## config.mk

```make
export PLATFORM = sky130hd
export DESIGN_NAME = matrix_scan_driver
export DESIGN_NICKNAME = d
export VERILOG_FILES = /design/src/rtl/matrix_scan_driver_pkg.sv /design/src/rtl/matrix_scan_driver_scan_timer.sv /design/src/rtl/matrix_scan_driver.sv
export SDC_FILE = /design/constraint.sdc
export NUM_CORES = 1
export LEC_CHECK = 0
export ABC_AREA = 1
export CAP_MARGIN = 20
export CORE_AREA = 2 2 96 98
export CTS_CLUSTER_DIAMETER = 60
export DETAILED_ROUTE_END_ITERATION = 6
export DIE_AREA = 0 0 98 100
export PLACE_DENSITY = 0.8
export SKIP_LAST_GASP = 1
export SLEW_MARGIN = 20
export SYNTH_ARGS = -nofsm -noshare
export SYNTH_HDL_FRONTEND = slang
export SYNTH_SLANG_ARGS = --single-unit
```

## constraint.sdc

```tcl
create_clock -name clk -period 2.2 [get_ports clk]
set_clock_uncertainty 0.1 [all_clocks]
set_input_delay 0.44 -clock clk [delete_from_list [all_inputs] [get_ports clk]]
set_output_delay 0.44 -clock clk [all_outputs]
set_load 0.1 [all_outputs]
```

## src/rtl/matrix_scan_driver_pkg.sv

```systemverilog
`default_nettype none
// +--------------------------------------------------------------------+
// | matrix_scan_driver_pkg : scan FSM encoding and shared helpers      |
// | rev 1.0                                                            |
// +--------------------------------------------------------------------+
package matrix_scan_driver_pkg;

  typedef enum logic [1:0] {
    ST_IDLE  = 2'd0,
    ST_BLANK = 2'd1,
    ST_SHOW  = 2'd2
  } scan_state_t;

  function automatic int max2(input int a, input int b);
    return (a > b) ? a : b;
  endfunction

endpackage
`default_nettype wire

```

## src/rtl/matrix_scan_driver_scan_timer.sv

```systemverilog
`default_nettype none
// +--------------------------------------------------------------------+
// | matrix_scan_driver_scan_timer : loadable down-counter, terminal cnt |
// | rev 1.0                                                            |
// +--------------------------------------------------------------------+
module matrix_scan_driver_scan_timer #(
  parameter int WIDTH = 4
) (
  input  logic             clk,
  input  logic             rst,
  input  logic             clear,
  input  logic             load,
  input  logic [WIDTH-1:0] load_val,
  output logic             tc
);

  logic [WIDTH-1:0] count;

  always_ff @(posedge clk) begin
    if (rst || clear) begin
      count <= '0;
    end else if (load) begin
      count <= load_val;
    end else if (count != '0) begin
      count <= count - WIDTH'(1);
    end
  end

  // tc marks the final cycle of the loaded interval; zero also counts so a
  // stray empty count can never stall the scan.
  assign tc = (count <= WIDTH'(1));

endmodule
`default_nettype wire

```

## src/rtl/matrix_scan_driver.sv

```systemverilog
`default_nettype none
// +--------------------------------------------------------------------+
// | matrix_scan_driver : double-buffered self-timed LED row scanner    |
// | rev 1.0                                                            |
// +--------------------------------------------------------------------+
module matrix_scan_driver
  import matrix_scan_driver_pkg::*;
#(
  parameter int COLS        = 5,
  parameter int ROWS        = 7,
  parameter int DWELL_CYC   = 1000,
  parameter int BLANK_CYC   = 50,
  parameter int ROW_ACT_LOW = 0,
  parameter int COL_ACT_LOW = 0
) (
  input  logic                 clk,
  input  logic                 rst,
  input  logic                 en,
  input  logic [ROWS*COLS-1:0] frame_in,
  input  logic                 load_valid,
  output logic                 load_ready,
  output logic [ROWS-1:0]      row_out,
  output logic [COLS-1:0]      col_out,
  output logic                 frame_done
);

  localparam int CNT_W = $clog2(max2(DWELL_CYC, BLANK_CYC) + 1);
  localparam int ROW_W = (ROWS > 1) ? $clog2(ROWS) : 1;

  localparam logic [ROW_W-1:0] LAST_ROW  = ROW_W'(ROWS - 1);
  localparam logic [CNT_W-1:0] BLANK_LEN = CNT_W'(BLANK_CYC);
  localparam logic [CNT_W-1:0] DWELL_LEN = CNT_W'(DWELL_CYC);
  localparam logic             HAS_BLANK = (BLANK_CYC > 0);

  // With no blanking configured every row starts directly in SHOW.
  localparam scan_state_t      ROW_START     = HAS_BLANK ? ST_BLANK : ST_SHOW;
  localparam logic [CNT_W-1:0] ROW_START_LEN = HAS_BLANK ? BLANK_LEN : DWELL_LEN;

  localparam logic [ROWS-1:0] ROW_OFF = (ROW_ACT_LOW != 0) ? '1 : '0;
  localparam logic [COLS-1:0] COL_OFF = (COL_ACT_LOW != 0) ? '1 : '0;

  scan_state_t          state, nxt_state;
  logic [ROW_W-1:0]     row, nxt_row;
  logic [ROWS*COLS-1:0] shadow, nxt_shadow;
  logic [ROWS*COLS-1:0] active, nxt_active;
  logic                 pending, nxt_pending;
  logic                 nxt_done;
  logic                 swap;

  logic                 tmr_clear;
  logic                 tmr_load;
  logic [CNT_W-1:0]     tmr_val;
  logic                 tmr_tc;

  logic [ROWS-1:0]      row_hot;
  logic [COLS-1:0]      col_sel;

  matrix_scan_driver_scan_timer #(
    .WIDTH (CNT_W)
  ) u_scan_timer (
    .clk      (clk),
    .rst      (rst),
    .clear    (tmr_clear),
    .load     (tmr_load),
    .load_val (tmr_val),
    .tc       (tmr_tc)
  );

  always_comb begin
    nxt_state   = state;
    nxt_row     = row;
    nxt_shadow  = shadow;
    nxt_active  = active;
    nxt_pending = pending;
    nxt_done    = 1'b0;
    swap        = 1'b0;
    tmr_clear   = 1'b0;
    tmr_load    = 1'b0;
    tmr_val     = '0;

    // A swap always needs pending=1, which blocks a load on the same edge.
    if (load_valid && !pending) begin
      nxt_shadow  = frame_in;
      nxt_pending = 1'b1;
    end

    case (state)
      ST_IDLE: begin
        if (!en) begin
          swap = pending;
        end else begin
          nxt_row   = '0;
          nxt_state = ROW_START;
          tmr_load  = 1'b1;
          tmr_val   = ROW_START_LEN;
        end
      end

      ST_BLANK: begin
        if (!en) begin
          nxt_state = ST_IDLE;
          nxt_row   = '0;
          tmr_clear = 1'b1;
        end else if (tmr_tc) begin
          nxt_state = ST_SHOW;
          tmr_load  = 1'b1;
          tmr_val   = DWELL_LEN;
        end
      end

      ST_SHOW: begin
        if (!en) begin
          nxt_state = ST_IDLE;
          nxt_row   = '0;
          tmr_clear = 1'b1;
        end else if (tmr_tc) begin
          nxt_state = ROW_START;
          tmr_load  = 1'b1;
          tmr_val   = ROW_START_LEN;
          if (row == LAST_ROW) begin
            nxt_row  = '0;
            nxt_done = 1'b1;
            swap     = pending;
          end else begin
            nxt_row = row + ROW_W'(1);
          end
        end
      end

      default: begin
        nxt_state = ST_IDLE;
        nxt_row   = '0;
        tmr_clear = 1'b1;
      end
    endcase

    if (swap) begin
      nxt_active  = shadow;
      nxt_pending = 1'b0;
    end
  end

  // Outputs are decoded from the next row/image so they move with the state.
  always_comb begin
    row_hot = '0;
    col_sel = '0;
    for (int r = 0; r < ROWS; r++) begin
      if (nxt_row == ROW_W'(r)) begin
        row_hot[r] = 1'b1;
        col_sel    = nxt_active[r*COLS +: COLS];
      end
    end
  end

  always_ff @(posedge clk) begin
    if (rst) begin
      state      <= ST_IDLE;
      row        <= '0;
      shadow     <= '0;
      active     <= '0;
      pending    <= 1'b0;
      frame_done <= 1'b0;
      row_out    <= ROW_OFF;
      col_out    <= COL_OFF;
    end else begin
      state      <= nxt_state;
      row        <= nxt_row;
      shadow     <= nxt_shadow;
      active     <= nxt_active;
      pending    <= nxt_pending;
      frame_done <= nxt_done;
      if (nxt_state == ST_SHOW) begin
        row_out <= row_hot ^ ROW_OFF;
        col_out <= col_sel ^ COL_OFF;
      end else begin
        row_out <= ROW_OFF;
        col_out <= COL_OFF;
      end
    end
  end

  assign load_ready = ~pending;

endmodule
`default_nettype wire

```

# ---- Word-level counts from Yosys, hierarchy flattened
# Index checks and enable logic that the tools add are counted.
dict set report classes {
  div_mod_pow 0
  reduce_logical 11
  n_shift 0
  n_mux 47
  order_cmp 1
  bitwise 5
  add_sub_neg 2
  n_mul 0
  eq_ne 10
}
# cell count
set op_table {}
lappend op_table {{$mux 10} 4}
lappend op_table {{$mux 35} 1}
lappend op_table {{$mux 5} 7}
lappend op_table {{$pmux 10 s3} 1}
lappend op_table {{$mux 6} 3}
lappend op_table {{$mux 1} 16}
lappend op_table {{$mux 3} 5}
lappend op_table {{$eq 3x3->1 const B} 4}
lappend op_table {{$le 10x1->1 const B} 1}
lappend op_table {{$mux 2} 5}
lappend op_table {{$reduce_bool 10->1} 1}
lappend op_table {{$sub 10x1->10 const B} 1}
lappend op_table {{$pmux 3 s3} 1}
lappend op_table {{$eq 3x2->1 const B} 2}
lappend op_table {{$pmux 1 s2} 3}
lappend op_table {{$pmux 2 s3} 1}
lappend op_table {{$reduce_or 2->1} 3}
lappend op_table {{$not 1->1} 5}
lappend op_table {{$eq 2x2->1 const B} 2}
lappend op_table {{$reduce_or 4->1} 1}
lappend op_table {{$add 3x1->3 const B} 1}
lappend op_table {{$eq 3x1->1 const B} 1}
lappend op_table {{$logic_not 3->1} 1}
lappend op_table {{$eq 2x1->1 const B} 1}
lappend op_table {{5 further kinds} 5}
dict set report totals {
  output_inout_bits 14
  latchBits 0
  ff_bits 99
  rom_bits 0
  ramBits 0
  n_memories 0
  in_bits 39
  elab_cells 85
}

# ---- Logic depth before layout (Yosys ltp)
# Gate-level depths: netlist of the first run.
dict set report logic_depth {
  ltp_word 13
  mapped_depth 17
  ltp_nobuf 17
}

# ---- Hierarchy
# A second synthesis of the first run with hierarchy kept.
dict set report hier_totals {
  cells_unflattened 623
  hier_area_um2 4623.2
}
# module area_each_um2 n_inst seq_area_each_um2 cells_per_inst
set modules_own_cells {}
lappend modules_own_cells {matrix_scan_driver 3932.5 1 1781.7 526}
lappend modules_own_cells {matrix_scan_driver_scan_timer 690.7 1 200.2 97}

# ---- Least setup slack after synthesis of the first run
# Ideal clock, no wire load.
dict set report synth_timing {
  path_type {reg-to-reg}
  startpoint {reg u_scan_timer.count[0]}
  endpoint {reg col_out[1]}
  arrival_ns 1.894
  setup_ns 0.109
  synth_period_minus_slack_ns 2.103
  required_time_ns 1.991
  stages_incl_launch_ff 16
  n_path_buf 1
  path_slack_ns 0.097
  path_cell_list {dfxtp_1 > inv_1 > ha_1 > o21ai_2 > nor2_8 > nand3_1 > nand3_1 > nand2_1 > nand2_2 > buf_2 > nand3_1 > nand2_1 > nor2_1 > nand4_1 > nand2_1 > inv_1}
}
dict set report synth_via {
  elab_chain_len 12
  elab_cells_between_ends 30
  classes_between {order compare: 1; eq/ne: 7; mux: 19; bitwise: 1; reduce/logical: 2}
}
# element line
set synth_rtl {}
lappend synth_rtl {{start, declared} matrix_scan_driver_scan_timer.sv:17} ;# logic [WIDTH-1:0] count;
lappend synth_rtl {{start signal, assigned} matrix_scan_driver_scan_timer.sv:23} ;# count <= load_val;
lappend synth_rtl {{start signal, assigned} matrix_scan_driver_scan_timer.sv:25} ;# count <= count - WIDTH'(1);
lappend synth_rtl {{$le 10x1->1 *} matrix_scan_driver_scan_timer.sv:31} ;# assign tc = (count <= WIDTH'(1));
lappend synth_rtl {{$mux 3 / $mux 1 (equally long branches)} matrix_scan_driver.sv:116} ;# end else if (tmr_tc) begin
lappend synth_rtl {{$mux 3 / $mux 1 (equally long branches)} matrix_scan_driver.sv:112} ;# if (!en) begin
lappend synth_rtl {{$pmux 3 s3 / $pmux 1 s2 (equally long branches)} matrix_scan_driver.sv:87} ;# case (state)
lappend synth_rtl {{$logic_not 3->1 / $mux 35 (equally long branches)} {matrix_scan_driver.sv:148, matrix_scan_driver.sv:137}}
lappend synth_rtl {{$mux 5 (7 in series)} matrix_scan_driver.sv:148} ;# if (nxt_row == ROW_W'(r)) begin
lappend synth_rtl {{end signal, assigned} matrix_scan_driver.sv:174} ;# col_out <= col_sel ^ COL_OFF;
lappend synth_rtl {{end, declared} matrix_scan_driver.sv:23} ;# output logic [COLS-1:0] col_out,
# Every way passes the cells marked *; elsewhere a longest branch is shown, timed or not.
# A chain may end at the register's enable or synchronous reset.

# ---- Worst setup path in the final report of the first run
dict set report layout_timing {
  startpoint {reg u_scan_timer.count[5]}
  endpoint {reg col_out[4]}
}
# Same word-level chain as after synthesis.

==> reports/metrics.yaml, run 1 <==
failed_checks: "setup timing"
setup_violations: 5
crit_chain: "nor2_4 > nand2_1 > nor2_4 > nand2_2 > nand2_1 > nand3_4 > nand2_4 > nand2_4 > buf_4 > nor3_2 > buf_4 > nand2_1 > nand4_1 > nand2_1 > inv_1"
end_kind: "flip-flop"
fin_crit_sh: 1.02
antennaDiodeCount: 0
holdPathStages: 2
fp.dieArea_sq_um: 9800
cp-start-kind: "flip-flop"
fin_area_sq_um: 5890
maxSlewViolCount: 0
rsz0062_at_grt: "true"
maxCapViolations: 0
fmax_mhz: 445
gp_congestion: 0.887
avgSynthCellArea_sq_um: 7.31
grt_usage: 0.221
register_area_sq_um: 1990
leakage_nw: 2.73
row_count: 35
place_area_sq_um: 5240
vias: 4213
rr_startpoint: "u_scan_timer.count[5]$_SDFFE_PP0P_"
finish.utilization: 0.662
timing.reg2reg.setup_slack_ns: -0.05
wl_per_cell_microns: 14.2
drc_errors: 0
worstPathMaxFanout: 5
yosys_warnings: 0
synth_top_family_by_area: "simple AND/OR/NAND/NOR gates"
drt_iter0_markers: 271
muxShareOfSynthArea: 0.0116
slew_headroom: 0.744
cts-root-buf: "clkbuf_8"
ant_nets: 0
synth_cells: 590
cts_buffers: 9
synthAdderAreaFrac: 0.0174
synthToLayoutAreaGrowth_pct: 36.6
cts.path.max_buffers: 2
synth.yosys.seq_area_share: 0.460
start_util: 0.485
antenna_found_initial: 0
cts_tree: "done"
synth_area_leaders: "dfxtp_1 46%, nor2_1 11%, nand2_1 11%"
synthDistinctLibCells: 33
hold_violations: 0
worst_pin_slew_ns: 0.383
reg2reg_depth: 15
ioPinCount: 53
synthSimpleGateAreaFrac: 0.313
status: "finished, violations left"
required_ns: 2.41
path_class: "reg -> reg"
coreArea_sq_um: 8890
synth_top_cell_by_area: "dfxtp_1"
synth-compound-area-share: 0.118
p_per_area_nw_per_um2: 965
portBuffers: 52
grt-ovfl-total: 0
cpMostUsedCell: "nand2_1"
h-tree-depth: 3
ir_drop_mv: 0.592
arrival_ns: 2.45
drt-total-wl_microns: 11600
synth_fp_nets: 635
synth_xor_area_frac: 0.0162
yosysTopAreaCellShare: 0.460
hold_start: "active[23]$_SDFF_PP0_"
clk_pin_slew_ns: 0.11
insertion_delay_ns: 0.37
first_pass_iters: 4
worstSetupStartpoint: "u_scan_timer.count[5]$_SDFFE_PP0P_"
slowest_stage: "dfxtp_4"
synth_area_sq_um: 4310
viasPerCell: 5.18
holdPathEnd: "active[23]$_SDFF_PP0_"
period_minus_slack_ns: 2.25
grt_pass1_vias: 3999
r2r-end: "col_out[4]$_SDFF_PP0_"
cts.sinks: 99
grt_start_max_net_pins: 36
dp.final_hpwl_microns: 7340
slowest_delay_ns: 0.37
hold_path_class: "reg -> reg"
multiInputGateArea_sq_um: 2330
synth-seq-cells: 99
final_nets: 743
die_w_microns: 98
worst_slack_ns: -0.0464
grt_first_pass_wirelength_microns: 17900
die_h_microns: 100
fill_cells: 702
drive_gt1_frac: 0.255
-- layout make-up --
type / instances / area share
multi-input cells: 423 / 0.395
flip-flops and latches: 99 / 0.338
repair buffers: 117 / 0.177
inverters: 47 / 0.0317
well taps: 111 / 0.0236
clock buffers: 9 / 0.0210
clock inverters: 7 / 0.0121
repair inverters: 1 / 0.00127
-- registers in the layout (all words and copies together), names as in the netlist --
name	flops
state	2
pending	1
active	35
row_out	7
shadow	35
u_scan_timer.count	10
frame_done	1
col_out	5
row	3
-- power breakdown --
part / internal, mW / leakage [nW] / total, mW / switching (mW)
Combinational: 1.00 / 1.83 / 2.40 / 1.40
Sequential: 2.00 / 0.812 / 2.15 / 0.153
Clock: 0.440 / 0.0922 / 1.13 / 0.689
Total: 3.44 / 2.73 / 5.68 / 2.24
-- Yosys cell counts, drive strengths merged --
cell type  count
buf            6
xor2           6
inv           45
clkbuf        15
or2            1
a2111oi        1
nor3           7
o21ai         51
nand3         43
nand4          6
a211oi         1
dfxtp         99
nor4           2
clkinv         2
a21oi         28
nand2        132
ha             6
nor2         127
xnor2          2
a31oi          4
o311ai         1
mux2i          5
-- metrics by stage --
step / instances / hold slack (ns) / TNS [ns] / setup WS, ns / total power [mW]
3_3_place_gp: 779 / 0.359 / -1.33 / -0.233 / 3.98
5_1_grt: 814 / 0.398 / -0.842 / -0.130 / 6.01
2_1_floorplan: 590 / 0.351 / 0 / 0.0971 / 3.47
6_report: 814 / 0.379 / -0.0890 / -0.0464 / 5.68
4_1_cts: 798 / 0.380 / 0 / 0.00335 / 5.25
3_5_place_dp: 779 / 0.362 / -1.79 / -0.303 / 4.07
-- how the worst max path moves through the flow --
stage / slack (ns) / end / depth (start not counted)
floorplan: 0.1 / col_out[1]$_SDFF_PP0_ / 15
global placement: -0.23 / col_out[3]$_SDFF_PP0_ / 15
detailed placement: -0.30 / col_out[2]$_SDFF_PP0_ / 13
CTS: 0.003 / col_out[3]$_SDFF_PP0_ / 15
global route: -0.13 / col_out[4]$_SDFF_PP0_ / 16
finish: -0.05 / col_out[4]$_SDFF_PP0_ / 15
-- critical path, delay by kind of cell, from the launching register on --
family | cells | cell delay, ns
buffers and inverters | 3 | 0.41
flip-flops | 1 | 0.37
AND/OR/NAND/NOR | 12 | 1.31
-- logic make-up after synthesis --
logic type / Yosys count
adders and majority gates: 6
and+or+nand+nor: 318
muxes: 5
xor gates and xnor gates: 8
AOI/OAI and AO/OA: 86
buffers and inverters: 68
DFF: 99
-- what timing repair did --
item	in CTS	in global routing
pin swaps	9	23
cloned	0	2
endpoints found under the setup margin	5	19
resized for setup	20	56
hold buffers	0	0
setup buffers	4	14
-- placed cells by master, fill, tap and decap left out, types with 12 or more instances in the layout --
| cell | n |
|---|---|
| nor2_1 | 113 |
| nand2_1 | 112 |
| dfxtp_1 | 94 |
| buf_4 | 73 |
| o21ai_0 | 39 |
| clkdlybuf4s50_1 | 38 |
| nand3_1 | 37 |
| inv_1 | 32 |
| a21oi_1 | 27 |
| nand2_2 | 12 |
-- per-layer routing --
metal / track usage / up-vias / share of wire
met5: 0 / - / 0
met4: 0.107 / 0 / 0.043
met3: 0.0327 / 43 / 0.057
met2: 0.380 / 156 / 0.48
met1: 0.273 / 1904 / 0.42
li1: - / 2110 / -
(Power assumes the default switching activity.)
==> run 2: changes to the inputs <==
Settings changed: SLEW_MARGIN 20 to 40.
==> results of run 2 <==
Same layout as run 1: the final DEF is identical, and so are final timing and power.
==> run 3: changes to the inputs <==
Settings changed: CTS_BUF_LIST set to sky130_fd_sc_hd__clkbuf_4 sky130_fd_sc_hd__clkbuf_8.
==> results of run 3 <==
Same layout as run 1: the final DEF is identical, and so are final timing and power.
